### config.mk
export PLATFORM = sky130hd
export DESIGN_NAME = counter_run_arbiter_flat
export DESIGN_NICKNAME = d
export VERILOG_FILES = /design/src/rtl/counter_run_arbiter_if.sv /design/src/rtl/counter_run_arbiter.sv /design/src/flat_wrapper.sv
export SDC_FILE = /design/constraint.sdc
export NUM_CORES = 1
export LEC_CHECK = 0
export ABC_CLOCK_PERIOD_IN_PS = 1850
export CAP_MARGIN = 10
export CORE_MARGIN = 4
export CORE_UTILIZATION = 45
export CTS_BUF_LIST = sky130_fd_sc_hd__clkbuf_8
export DETAILED_ROUTE_END_ITERATION = 10
export HOLD_SLACK_MARGIN = 0.1
export PLACE_DENSITY_LB_ADDON = 0.1
export SLEW_MARGIN = 0
export SYNTH_ARGS = -nofsm -noshare
export SYNTH_HDL_FRONTEND = slang
export SYNTH_SLANG_ARGS = --single-unit
### constraint.sdc
create_clock -name clk -period 1.85 [get_ports clk]
set_clock_uncertainty 0.1 [all_clocks]
set_input_delay 0.4625 -clock clk [delete_from_list [all_inputs] [get_ports clk]]
set_output_delay 0.4625 -clock clk [all_outputs]
set_load 0.01 [all_outputs]
### src/rtl/counter_run_arbiter_if.sv
// Bundle of request, run-length and counter-control signals between two
// requesters, the shared up-counter and the counter_run_arbiter.
interface counter_run_arbiter_if #(
  parameter int WIDTH = 4
);
  logic             req0;
  logic [WIDTH-1:0] len0;
  logic             req1;
  logic [WIDTH-1:0] len1;
  logic [WIDTH-1:0] count;
  logic             cnt_reset;
  logic             cnt_enable;
  logic             gnt0;
  logic             gnt1;
  logic             done0;
  logic             done1;
  logic             busy;

  // Arbiter side.
  modport slave (
    input  req0, len0, req1, len1, count,
    output cnt_reset, cnt_enable, gnt0, gnt1, done0, done1, busy
  );

  // Requester / counter side.
  modport master (
    output req0, len0, req1, len1, count,
    input  cnt_reset, cnt_enable, gnt0, gnt1, done0, done1, busy
  );
endinterface

### src/rtl/counter_run_arbiter.sv
// Shares one WIDTH-bit up-counter between two requesters. A round-robin winner
// gets the counter cleared for one cycle, then enabled until count reaches the
// length latched at grant, followed by a one-cycle done pulse. Dropping the
// owner's request during CLEAR or RUN aborts the run without a done pulse.
module counter_run_arbiter #(
  parameter int WIDTH = 4
) (
  input  logic                  clk,
  input  logic                  reset,
  counter_run_arbiter_if.slave  bus
);

  typedef enum logic [1:0] {
    IDLE  = 2'd0,
    CLEAR = 2'd1,
    RUN   = 2'd2,
    DONE  = 2'd3
  } state_t;

  state_t           state;
  logic [WIDTH-1:0] len_q;
  logic             owner;     // 0: requester 0 holds the counter, 1: requester 1
  logic             last_gnt;  // requester granted most recently (aborts included)

  logic owner_req;
  logic run_left;
  logic pick1;

  assign owner_req = owner ? bus.req1 : bus.req0;
  assign run_left  = (bus.count < len_q);

  // Round robin: on contention the requester not granted last wins; a lone
  // request always wins. last_gnt resets to 1 so requester 0 wins first.
  assign pick1 = (bus.req0 && bus.req1) ? ~last_gnt : bus.req1;

  // Counter control is combinational so an abort stops the count in the same
  // cycle the owner's request drops, and the >= compare stops any overshoot.
  assign bus.cnt_reset  = reset | (state == CLEAR);
  assign bus.cnt_enable = (state == RUN) && owner_req && run_left;

  // Arbitration FSM with registered grant, done and busy outputs.
  always_ff @(posedge clk) begin
    if (reset) begin
      // NOTE: all state uses non-blocking assignments so every register
      // samples pre-edge values regardless of statement order in this block.
      state     <= IDLE;
      len_q     <= '0;
      owner     <= 1'b0;
      last_gnt  <= 1'b1;
      bus.gnt0  <= 1'b0;
      bus.gnt1  <= 1'b0;
      bus.done0 <= 1'b0;
      bus.done1 <= 1'b0;
      bus.busy  <= 1'b0;
    end else begin
      case (state)
        IDLE: begin
          if (bus.req0 || bus.req1) begin
            len_q    <= pick1 ? bus.len1 : bus.len0;
            owner    <= pick1;
            last_gnt <= pick1;
            bus.gnt0 <= ~pick1;
            bus.gnt1 <= pick1;
            bus.busy <= 1'b1;
            state    <= CLEAR;
          end
        end

        CLEAR: begin
          if (!owner_req) begin
            bus.gnt0 <= 1'b0;
            bus.gnt1 <= 1'b0;
            bus.busy <= 1'b0;
            state    <= IDLE;
          end else begin
            state <= RUN;
          end
        end

        RUN: begin
          if (!owner_req) begin
            bus.gnt0 <= 1'b0;
            bus.gnt1 <= 1'b0;
            bus.busy <= 1'b0;
            state    <= IDLE;
          end else if (!run_left) begin
            bus.done0 <= ~owner;
            bus.done1 <= owner;
            state     <= DONE;
          end
        end

        DONE: begin
          bus.done0 <= 1'b0;
          bus.done1 <= 1'b0;
          bus.gnt0  <= 1'b0;
          bus.gnt1  <= 1'b0;
          bus.busy  <= 1'b0;
          state     <= IDLE;
        end

        default: state <= IDLE;
      endcase
    end
  end

endmodule

### src/flat_wrapper.sv
// flat-port wrapper written by rule: the top's interface ports become plain ports
module counter_run_arbiter_flat 
#(
  parameter int WIDTH = 4
)
  (clk, reset, bus_req0, bus_len0, bus_req1, bus_len1, bus_count, bus_cnt_reset, bus_cnt_enable, bus_gnt0, bus_gnt1, bus_done0, bus_done1, bus_busy);
  counter_run_arbiter_if #(.WIDTH(WIDTH)) bus_i ();
  input  logic clk;
  input  logic reset;
  input wire logic [$bits(bus_i.req0)-1:0] bus_req0;
  input wire logic [$bits(bus_i.len0)-1:0] bus_len0;
  input wire logic [$bits(bus_i.req1)-1:0] bus_req1;
  input wire logic [$bits(bus_i.len1)-1:0] bus_len1;
  input wire logic [$bits(bus_i.count)-1:0] bus_count;
  output wire logic [$bits(bus_i.cnt_reset)-1:0] bus_cnt_reset;
  output wire logic [$bits(bus_i.cnt_enable)-1:0] bus_cnt_enable;
  output wire logic [$bits(bus_i.gnt0)-1:0] bus_gnt0;
  output wire logic [$bits(bus_i.gnt1)-1:0] bus_gnt1;
  output wire logic [$bits(bus_i.done0)-1:0] bus_done0;
  output wire logic [$bits(bus_i.done1)-1:0] bus_done1;
  output wire logic [$bits(bus_i.busy)-1:0] bus_busy;
  assign bus_i.req0 = bus_req0;
  assign bus_i.len0 = bus_len0;
  assign bus_i.req1 = bus_req1;
  assign bus_i.len1 = bus_len1;
  assign bus_i.count = bus_count;
  assign bus_cnt_reset = bus_i.cnt_reset;
  assign bus_cnt_enable = bus_i.cnt_enable;
  assign bus_gnt0 = bus_i.gnt0;
  assign bus_gnt1 = bus_i.gnt1;
  assign bus_done0 = bus_i.done0;
  assign bus_done1 = bus_i.done1;
  assign bus_busy = bus_i.busy;
  counter_run_arbiter #(.WIDTH(WIDTH)) u_core (.clk(clk), .reset(reset), .bus(bus_i));
endmodule
Yosys cells after proc, flatten, opt, wreduce, memory -nomap -nowiden --
Cells that the tools add are included.
Storage, ports and cells: bits in registers 13, input port bits 16, output and inout port bits 7, logic and storage cells 54
Operators by class: $lt $le $gt $ge 1, equality and inequality tests 8, mux-type cells 21, bitwise gates (word level) 4, reductions and logical operators 11
Operators by type and width (count):
- $mux 1 | 10
- $pmux 1 s3 | 3
- $mux 2 | 4
- $pmux 2 s4 | 1
- $reduce_and 2->1 | 3
- $eq 2x2->1 const B | 2
- $lt 4x4->1 | 1
- $mux 4 | 1
- $ne 2x1->1 const B | 2
- $ne 2x2->1 const B | 2
- $pmux 1 s2 | 2
- $logic_and 1x1->1 | 3
- $ne 3x3->1 const B | 1
- $not 1->1 | 3
- $reduce_and 3->1 | 1
- $eq 2x1->1 const B | 1
- $logic_not 2->1 | 1
- $reduce_bool 2->1 | 1
- $reduce_or 2->1 | 1
- $logic_or 1x1->1 | 1
- $or 1x1->1 | 1

Logic depth before layout (Yosys ltp) --
Gate-level depths: netlist of run 1.
depth in word-level cells 5, mapped depth 6, mapped depth without buffers 6

Worst setup path before layout of run 1 --
No wires, ideal clock.
path kind in2out, from in bus_count[1], to out bus_cnt_enable, arrival 1.212 ns, required time 1.287 ns, path slack 0.075 ns, stages 4, buffers on the path 0, cell sequence ha_1 o211ai_1 o21ai_2 nor2_1
On the way: word-level cells in the longest chain between the ends 2
RTL lines:
- from (decl) | RTL line flat_wrapper.sv:14 | input wire logic [$bits(bus_i.count)-1:0] bus_count;
- $lt 4x4->1 | RTL line counter_run_arbiter.sv:30 | assign run_left = (bus.count < len_q);
- $logic_and 1x1->1 | RTL line counter_run_arbiter.sv:39 | assign bus.cnt_enable = (state == RUN) && owner_req && run_left;
- to (decl) | RTL line flat_wrapper.sv:16 | output wire logic [$bits(bus_i.cnt_enable)-1:0] bus_cnt_enable;
No other way between the ends.

Worst setup path after layout of run 1 --
from in bus_count[2], to out bus_cnt_enable
The elaborated chain is that of the path after synthesis.

==> results of run 1 <==
kinds of logic after synthesis:
group                    count (synthesis)
AND/OR/NAND/NOR                         26
AO/OA/AOI/OAI                           18
flip-flops                              13
multiplexers                             9
buffers and inverters                    8
adder cells (fa/ha/maj)                  8
worst min-delay path, cell delays in order (launching register included):
cell      delay, ps
dfxtp_1         310
nand2b_1         60
a21oi_1          50
power breakdown:
group	internal, mW	switching, mW
logic	0.142	0.119
clock network	0.146	0.102
registers	0.308	0.0163
layout by cell type (no fill, tap or decap), types with 2 or more instances in the layout:
cell / instances
dfxtp_2: 4
a211oi_1: 4
clkdlybuf4s50_1: 13
a21oi_1: 4
ha_4: 2
buf_2: 3
inv_1: 5
buf_4: 14
nand2b_1: 4
mux2i_1: 6
nor2_1: 8
clkbuf_8: 3
or2_1: 2
dfxtp_1: 9
dlygate4sd2_1: 4
o211ai_1: 2
ha_1: 6
mux2_1: 2
nor3b_1: 3
stage by stage:
step / cells / cell area (sq um) / power, mW
after detailed placement: 139 / 1150 / 0.578
final: 144 / 1220 / 0.834
after global routing: 144 / 1220 / 0.890
after CTS: 144 / 1220 / 0.840
after global placement: 139 / 1150 / 0.569
after floorplan: 82 / 810 / 0.467
cell type report:
type                       count  area (sq um)  area share
multi-input combinational     61           558       0.458
timing repair buffer          36           300       0.246
sequential                    13           265       0.218
clock buffer                   3          41.3      0.0339
tap                           25          31.3      0.0257
inverter                       5          18.8      0.0154
clock inverter                 1          3.75     0.00308
worst paths after layout:
path | from | to | slack, ps | cells after the start
setup / recovery | bus_count[2] | bus_cnt_enable | -50 | 6
hold / removal | u_core.bus.gnt0 | u_core.bus.gnt0 | 370 | 2
setup reg to reg | u_core.len_q[3] | u_core.bus.done0 | 180 | 7
hold reg to reg | u_core.bus.gnt0 | u_core.bus.gnt0 | 370 | 2
sequential cells by signal, summed over array words and instances (netlist names):
name,flops
u_core.bus.gnt1,1
u_core.last_gnt,1
u_core.len_q,4
u_core.owner,1
u_core.bus.busy,1
u_core.bus.done0,1
u_core.bus.gnt0,1
u_core.bus.done1,1
u_core.state,2
what timing repair did:
item | CTS | global route
setup buffers | 1 | 0
cloned | 0 | 0
gates resized for setup | 27 | 3
pin swaps | 7 | 3
hold endpoints to repair | 0 | 0
endpoints found under the setup margin | 6 | 3
per-layer routing:
layer / routed length, microns / vias up / global-route usage / share of wire
li1: - / 364 / - / -
met1: 819 / 335 / 0.180 / 0.45
met2: 904 / 16 / 0.278 / 0.49
met3: 80 / 4 / 0.0415 / 0.044
met4: 27 / 0 / 0.0404 / 0.015
met5: 0 / - / 0 / 0
==> results by group, run 1 <==
Yosys
  – Synth Area in Compound Gates: 0.199
  – Number of synthesized flops with an enable pin: 0
  – Synth warnings: 0
  – Area leader, netlist: dfxtp_1
  – Synth Flop Type: dfxtp_1
  – Synth Instances: a little over 80
  – Top-area cell type share of the netlist area: 0.321
  – Number of distinct library cells after synthesis: 30
  – Avg Cell Area, Syn: roughly 9.9 sq um
  – Synth Area in Adders: 0.124
  – Sequential area share after synthesis: 0.321
  – Post-Synth Simple-Gate Area: 0.196
  – Largest family of logic cells by synthesized area: compound AO/OA/AOI/OAI gates
  – Post-synth ARST share: 0
  – Main area contributors after synthesis: dfxtp_1, ha_1, mux2i_1
  – Top-count cell post-synth: dfxtp_1
  – Post-Syn Area: 810 sq um
  – Commonest cells in the netlist: dfxtp_1, ha_1, nor2_1
  – Syn_nets: 106
  – Post-synthesis mux area share: 0.121
  – #FFs+latches synth: 13
  – Synth Area in XOR/XNOR: 0

Cells and area
  – Final core occ: 0.714
  – Fillers: about 130
  – Ant. Diodes: 0
  – Area growth from synthesis to final layout: 50.5%
  – Fin nets: approximately 140
  – Share of layout cells above drive strength 1: 0.328

Drt
  – Routed WL: ~1800 microns
  – Remaining DRCs: 0
  – Initial DRC count: 9
  – First-pass DRT Iterations: 4
  – Detail Route Antenna Nets: 0
  – Routed via count: about 720
  – Post-DR wirelength/cell: about 13 microns
  – Vias per cell: 4.99

Die
  – Initial cell density of the core: 0.474
  – Die Ht: between 50 and 60 microns
  – Core area: about 1700 sq um
  – Die Footprint: around 2500 sq um
  – Die X: a little over 50 microns
  – Placement Rows: 15
  – Ports: 23

Power
  – LEAKAGE: roughly 0.5 nW
  – Power Dens Cells: 684 nW/um^2
  – VDD IR max: approximately 0.66 mV

Worst setup path
  – Largest delay share family, worst path: buffers and inverters
  – Crit path buffers/inverters: 2
  – Crit-path slowest cell: ha_1
  – CP endpoint kind: output pin
  – CP cell instances: clkdlybuf4s15_1 -> ha_1 -> o211ai_1 -> o21ai_2 -> nor2_1 -> buf_2
  – Worst Path Max Fanout: 2
  – CP Launch Type: input port
  – CP arrival: 1340 ps
  – CP max stage delay: roughly 260 ps
  – Setup Crit Path Kind: in -> out
  – WP data required: around 1300 ps

Placed design
  – PortBufs: 22
  – DPL Wire Length: 1410 microns
  – RePlAce Congestion: ~0.78
  – Setup WS pre-CTS: -838 ps

Flow run
  – Max cap viols: 0

Timing
  – Setup ws final: -52.4 ps
  – Final Hold Fails: 0
  – Max frequency: around 530 MHz
  – Relative slew slack: 0.807
  – Period utilization: 1.03
  – Worst slew pin tran: around 290 ps
  – RSZ-0062 raised after global routing: true
  – Min cycle time layout: 1900 ps
  – Final setup fails: 1
  – Worst hold slack: 371 ps
  – Final Slew Violations: 0
  – Post-route setup TNS: -52.4 ps

GRT
  – Global-route wire length before repair: 3020 microns
  – GRT overflow: 0
  – Pin count of the biggest net entering global routing: 17
  – Initial antenna violation count: 0
  – Tot GR Track Use: 0.155
  – Vias in the first global route: ~710

Clocking
  – CTS max path bufs: 2
  – Clock Latency Late Sink: around 240 ps
  – Hold_buf cts: 0
  – CTS Buf Count: 3
  – CTS tree: done
  – Clock slew at reported path FFs: 50 ps
  – Clk root buf: clkbuf_8
  – CTS Sinks: 13
  – H-Tree Depth: 1

Run status
  – Status: finished with violations
  – Failing checks: setup timing

Worst hold path
  – Worst min-delay path class: reg -> reg
No activity file was read; power rests on OpenSTA's default activity.
==> run 2: changes to the inputs <==
--- a/config.mk
+++ b/config.mk
@@ -7,7 +7,8 @@
 export LEC_CHECK = 0
 export ABC_CLOCK_PERIOD_IN_PS = 1850
 export CAP_MARGIN = 10
-export CORE_MARGIN = 4
+export CORE_ASPECT_RATIO = 1.2
+export CORE_MARGIN = 2
 export CORE_UTILIZATION = 45
 export CTS_BUF_LIST = sky130_fd_sc_hd__clkbuf_8
 export DETAILED_ROUTE_END_ITERATION = 10
==> results by group, run 2 (synthesis gave the netlist of run 1 again) <==
Power
  – Switch share: 0.280 (-0.00455)
  – NetSw: 0.234 mW (-1.3%)
  – Power Dens Cells: 686 nW/um^2 (+0.32%)
  – Internal power: 0.602 mW (+0.95%)
  – LEAKAGE: 0.515 nW (about the same)
  – Flop pwr share: 0.388 (about the same)
  – Clock Power Share: 0.294 (-0.004)
  – Combinational Power Share: 0.318 (+0.005)
  – Tot Pwr: 0.836 mW (+0.32%)
  – VDD IR max: 0.500 mV (-24%)

Die
  – Die Ht: 50.5 microns (about the same)
  – Die Footprint: 2160 sq um (-15%)
  – Ports: 23 (unchanged)
  – Die X: 42.7 microns (-15%)
  – Initial cell density of the core: 0.487 (+0.0132)
  – Core area: 1660 sq um (-2.7%)
  – Placement Rows: 16 (+1)

Timing
  – Period utilization: 1.02 (-0.00516)
  – Final Hold Fails: 0 (unchanged)
  – Relative slew slack: 0.781 (-0.0255)
  – Min cycle time layout: 1890 ps (-9.54 ps)
  – Max frequency: 528 MHz (+0.50%)
  – Worst slew pin tran: 327 ps (+37.2 ps)
  – Final setup fails: 1 (unchanged)
  – Setup ws final: -42.9 ps (+9.54 ps)
  – Post-route setup TNS: -42.9 ps (+9.54 ps)
  – Final Slew Violations: 0 (unchanged)
  – RSZ-0062 raised after global routing: true

GRT
  – Tot GR Track Use: 0.177 (+0.0222)
  – GRT overflow: 0 (unchanged)
  – Initial antenna violation count: 0 (unchanged)
  – Pin count of the biggest net entering global routing: 17 (unchanged)
  – Vias in the first global route: 709 (+0.14%)
  – Global-route wire length before repair: 2940 microns (-2.7%)

Clocking
  – Clock slew at reported path FFs: 60 ps (about the same)
  – H-Tree Depth: 1 (unchanged)
  – CTS Sinks: 13 (unchanged)
  – Hold_buf cts: 0 (unchanged)
  – CTS tree: done
  – CTS max path bufs: 2 (unchanged)
  – CTS Buf Count: 3 (unchanged)
  – Clk root buf: clkbuf_8
  – Clock Latency Late Sink: 240 ps (about the same)

Worst setup path
  – Reg-to-Reg Start: u_core.state[0]
  – Flop2flop setup slack: 170 ps (about the same)
  – CP arrival: 1330 ps (about the same)
  – Crit Reg-Reg Endpoint: u_core.state[1]
  – CP endpoint kind: output pin
  – CP Launch Type: flop
  – Setup Crit Path Kind: reg -> out
  – R2r worst-path depth: 6 (-1)
  – WP data required: 1290 ps (about the same)
  – Worst Path Max Fanout: 2 (unchanged)

Drt
  – First-pass DRT Iterations: 3 (-1)
  – DRT met1 WL: 790 microns (-3.5%)
  – Routed WL: 1700 microns (-7.3%)
  – Initial DRC count: 8 (-1)
  – Highest metal used: met4
  – WL met3: 55 microns (-31%)
  – Detail Route Antenna Nets: 0 (unchanged)
  – Routed via count: 708 (-1.5%)
  – Remaining DRCs: 0 (unchanged)
  – Post-DR wirelength/cell: 12.3 microns (-3.3%)
  – Vias per cell: 5.13 (+2.8%)
  – WL met2: 846 microns (-6.4%)

Flow run
  – Max cap viols: 0 (unchanged)

Run status
  – Failing checks: setup timing
  – Status: finished with violations

Cells and area
  – Fin nets: 145 (+0.69%)
  – Ant. Diodes: 0 (unchanged)
  – Area growth from synthesis to final layout: 50.5% (unchanged)
  – Largest register FFs: 4 (unchanged)
  – Reg with most FFs: u_core.len_q
  – Share of layout cells above drive strength 1: 0.358 (+0.0306)
  – Commonest non-fill, non-tap cell in the layout: buf_4
  – Most frequent cells in the layout: buf_4, clkdlybuf4s50_1, dfxtp_1
  – Biggest regs: u_core.len_q (4), u_core.state (2)

Worst hold path
  – Worst min-delay path class: reg -> reg
  – Hold Path End: u_core.bus.gnt1
  – Hold Path Depth: 2 (unchanged)
  – Worst Hold Launch: u_core.bus.gnt1

Placed design
  – PortBufs: 22 (unchanged)
  – DPL Wire Length: 1300 microns (-7.6%)
  – RePlAce Congestion: 0.727 (-6.7%)
run 2: per-layer routing:
layer  track usage  up-vias
li1              -      366
met1         0.211      327
met2         0.321       13
met3        0.0324        2
met4        0.0469        0
met5             0        -
run 2: critical path: stages, from the launching register on:
cell      delay [ps]
dfxtp_2          330
inv_2             50
ha_4             260
o211ai_1          90
o21ai_2          170
nor2_1            50
buf_2            130
run 2: power groups by stage:
stage	registers (mW)	clock network, mW	logic [mW]
5_1_grt	0.327	0.269	0.294
2_1_floorplan	0.329	0	0.137
6_report	0.325	0.246	0.266
3_5_place_dp	0.328	0	0.255
4_1_cts	0.323	0.253	0.264
3_3_place_gp	0.327	0	0.248
run 2: what timing repair did:
item	4_1_cts	5_1_grt
setup buffers	0	0
pin swaps	7	5
gates resized for setup	27	5
cloned	0	0
setup endpoints to repair	6	1
run 2: cell type report:
cell class              count  area [sq um]
repair buffers             37           304
clock inverters             1          3.75
flip-flops and latches     13           264
fillers                   137           443
well taps                  18          22.5
multi-input cells          61           564
inverters                   5          18.8
clock buffers               3          41.3
run 2: worst max-delay path by stage:
stage / from / end / cells after the start
floorplan: bus_count[1] / bus_cnt_enable / 4
global placement: bus_count[1] / bus_cnt_enable / 6
detailed placement: bus_count[1] / bus_cnt_enable / 6
CTS: u_core.len_q[1] / bus_cnt_enable / 6
global route: u_core.len_q[1] / bus_cnt_enable / 6
finish: u_core.len_q[3] / bus_cnt_enable / 6
run 2: per-stage QoR:
step	utilization	cell area [sq um]	instances	worst slack, ps	hold WS, ps
final	0.733	1220	138	-42.9	366
after global routing	0.733	1220	138	-128	392
after CTS	0.727	1210	138	-66.6	369
after detailed placement	0.694	1150	134	-817	360
after global placement	0.694	1150	134	-775	358
after floorplan	-	810	82	75.4	373
==> run 3: changes to the inputs <==
--- a/config.mk
+++ b/config.mk
@@ -10,7 +10,7 @@
 export CORE_ASPECT_RATIO = 1.2
 export CORE_MARGIN = 2
 export CORE_UTILIZATION = 45
-export CTS_BUF_LIST = sky130_fd_sc_hd__clkbuf_8
+export CTS_BUF_LIST = sky130_fd_sc_hd__clkbuf_2 sky130_fd_sc_hd__clkbuf_4 sky130_fd_sc_hd__clkbuf_8
 export DETAILED_ROUTE_END_ITERATION = 10
 export HOLD_SLACK_MARGIN = 0.1
 export PLACE_DENSITY_LB_ADDON = 0.1
==> results by group, run 3 (synthesis gave the netlist of run 1 again) <==
Run status
  – Status: finished with violations
  – Failing checks: setup timing

Cells and area
  – Final core occ: 0.736 (+0.00301)
  – Most frequent cells in the layout: buf_4, clkdlybuf4s50_1, dfxtp_1
  – Share of layout cells above drive strength 1: 0.364 (+0.00530)
  – Area growth from synthesis to final layout: 51.2%
  – Reg with most FFs: u_core.len_q
  – Ant. Diodes: 0 (unchanged)
  – Largest register FFs: 4 (unchanged)
  – Commonest non-fill, non-tap cell in the layout: buf_4
  – Biggest regs: u_core.len_q (4), u_core.state (2)
  – Cell Count, Final, Fillers Out: 139 (+0.72%)
  – Fin area: 1220 sq um (+0.41%)
  – Fin nets: 146 (+0.69%)

Power
  – NetSw: 0.228 mW (-2.6%)
  – Clock Power Share: 0.247 (-0.047)
  – LEAKAGE: 0.512 nW (-0.52%)
  – Combinational Power Share: 0.341 (+0.023)
  – Power Dens Cells: 641 nW/um^2 (-6.6%)
  – Flop pwr share: 0.413 (+0.025)
  – VDD IR max: 0.589 mV (+18%)
  – Internal power: 0.556 mW (-7.7%)
  – Switch share: 0.291 (+0.0109)

Placed design
  – Cells after DPL: 134 (unchanged)
  – Dpl cell area: 1150 sq um (unchanged)
  – PortBufs: 22 (unchanged)
  – DPL Wire Length: 1300 microns (unchanged)
  – RePlAce Congestion: 0.727 (unchanged)

GRT
  – Vias in the first global route: 696 (-1.8%)
  – Pin count of the biggest net entering global routing: 17 (unchanged)
  – Global-route wire length before repair: 2950 microns (+0.24%)
  – Tot GR Track Use: 0.181 (+0.00371)
  – GRT overflow: 0 (unchanged)
  – Initial antenna violation count: 0 (unchanged)

Drt
  – Routed via count: 705 (-0.42%)
  – Routed WL: 1670 microns (-1.5%)
  – Initial DRC count: 4 (-4)
  – First-pass DRT Iterations: 2 (-1)
  – Remaining DRCs: 0 (unchanged)
  – Post-DR wirelength/cell: 12.0 microns (-2.2%)
  – Detail Route Antenna Nets: 0 (unchanged)
  – Vias per cell: 5.07 (-1.1%)

Clocking
  – CTS tree: done
  – CTS Buf Count: 3 (unchanged)
  – Clk root buf: clkbuf_4
  – CTS max path bufs: 2 (unchanged)
  – Clock slew at reported path FFs: 80 ps (+20 ps)
  – H-Tree Depth: 1 (unchanged)
  – CTS Sinks: 13 (unchanged)
  – Hold_buf cts: 0 (unchanged)
  – Clock Latency Late Sink: 280 ps (+40 ps)

Timing
  – Worst hold slack: 371 ps (+4.36 ps)
  – Final setup fails: 1 (unchanged)
  – Post-route setup TNS: -112 ps (-68.7 ps)
  – Relative slew slack: 0.796 (+0.0146)
  – Period utilization: 1.06 (+0.0371)
  – Min cycle time layout: 1960 ps (+68.7 ps)
  – Final Slew Violations: 0 (unchanged)
  – Worst slew pin tran: 305 ps (-21.8 ps)
  – Max frequency: 510 MHz (-3.5%)
  – Final Hold Fails: 0 (unchanged)
  – Setup ws final: -112 ps (-68.7 ps)
  – RSZ-0062 raised after global routing: true

Worst setup path
  – CP arrival: 1400 ps (+70 ps)
  – R2r worst-path depth: 7 (+1)
  – CP Depth: 6 (unchanged)
  – Largest delay share family, worst path: buffers and inverters
  – Crit-path slowest cell: ha_4
  – CP Launch Type: input port
  – Crit path buffers/inverters: 2 (unchanged)
  – CP endpoint kind: output pin
  – Setup Crit Path Kind: in -> out
  – CP cell instances: clkdlybuf4s15_1 -> ha_4 -> o211ai_1 -> o21ai_2 -> nor2_1 -> buf_2
  – CP max stage delay: 290 ps (-40 ps)
  – Worst Path Max Fanout: 2 (unchanged)
  – WP data required: 1290 ps (about the same)

Worst hold path
  – Worst min-delay path class: reg -> reg
  – Hold Path Depth: 2 (unchanged)

Die
  – Die X: 42.7 microns (unchanged)
  – Ports: 23 (unchanged)
  – Core area: 1660 sq um (unchanged)
  – Initial cell density of the core: 0.487 (unchanged)
  – Die Ht: 50.5 microns (unchanged)
  – Placement Rows: 16 (unchanged)
  – Die Footprint: 2160 sq um (unchanged)

Flow run
  – Max cap viols: 0 (unchanged)
-- run 3: changes by cell type in the layout (fill, tap and decap cells not counted) --
cell             change
clkbuf_4             +4
clkbuf_8             -3
buf_2                -2
clkdlybuf4s15_1      +2
buf_4                +1
clkdlybuf4s50_1      +1
dfxtp_1              -1
dfxtp_2              +1
dlygate4sd2_1        -1
inv_1                -1
-- run 3: what timing repair did --
action	in CTS	in global routing
pin swaps	6	5
endpoints found under the setup margin	4	1
setup buffers	1	0
gates resized for setup	25	4
-- run 3: power by group through the flow --
stage | Sequential [mW] | Combinational [mW] | Clock [mW]
detailed placement | 0.328 | 0.255 | 0
finish | 0.324 | 0.267 | 0.193
global placement | 0.327 | 0.248 | 0
global route | 0.327 | 0.297 | 0.217
CTS | 0.323 | 0.266 | 0.201
floorplan | 0.329 | 0.137 | 0
-- run 3: cell type report --
| cell class | count | area, sq um |
|---|---|---|
| inverter | 5 | 18.8 |
| tap | 18 | 22.5 |
| multi-input combinational | 61 | 564 |
| fill | 133 | 438 |
| sequential | 13 | 265 |
| clock buffer | 4 | 30.0 |
| timing repair buffer | 38 | 323 |
-- run 3: final timing paths --
path                    from          endpoint  slack, ps
max             bus_count[3]    bus_cnt_enable       -110
min          u_core.bus.gnt1   u_core.bus.gnt1        370
max reg2reg  u_core.len_q[3]  u_core.bus.done0        170
min reg2reg  u_core.bus.gnt1   u_core.bus.gnt1        370
-- run 3: metrics by stage --
step / worst slack [ps] / power [mW]
after global routing: -186 / 0.840
after CTS: -120 / 0.790
after global placement: -775 / 0.574
after floorplan: 75.4 / 0.467
after detailed placement: -817 / 0.582
final: -112 / 0.784
-- run 3: routing by layer --
metal | share of wire | global-route usage
met4 | 0.021 | 0.0781
met5 | 0 | 0
met2 | 0.49 | 0.308
met1 | 0.46 | 0.226
met3 | 0.033 | 0.0216
-- run 3: worst register-to-register path, stage by stage (launching register included) --
cell and delay, ps:
dfxtp_2 340, inv_2 50, ha_4 260, o211ai_1 90, o21ai_2 170, buf_4 150
nand3_2 90, mux2_1 320
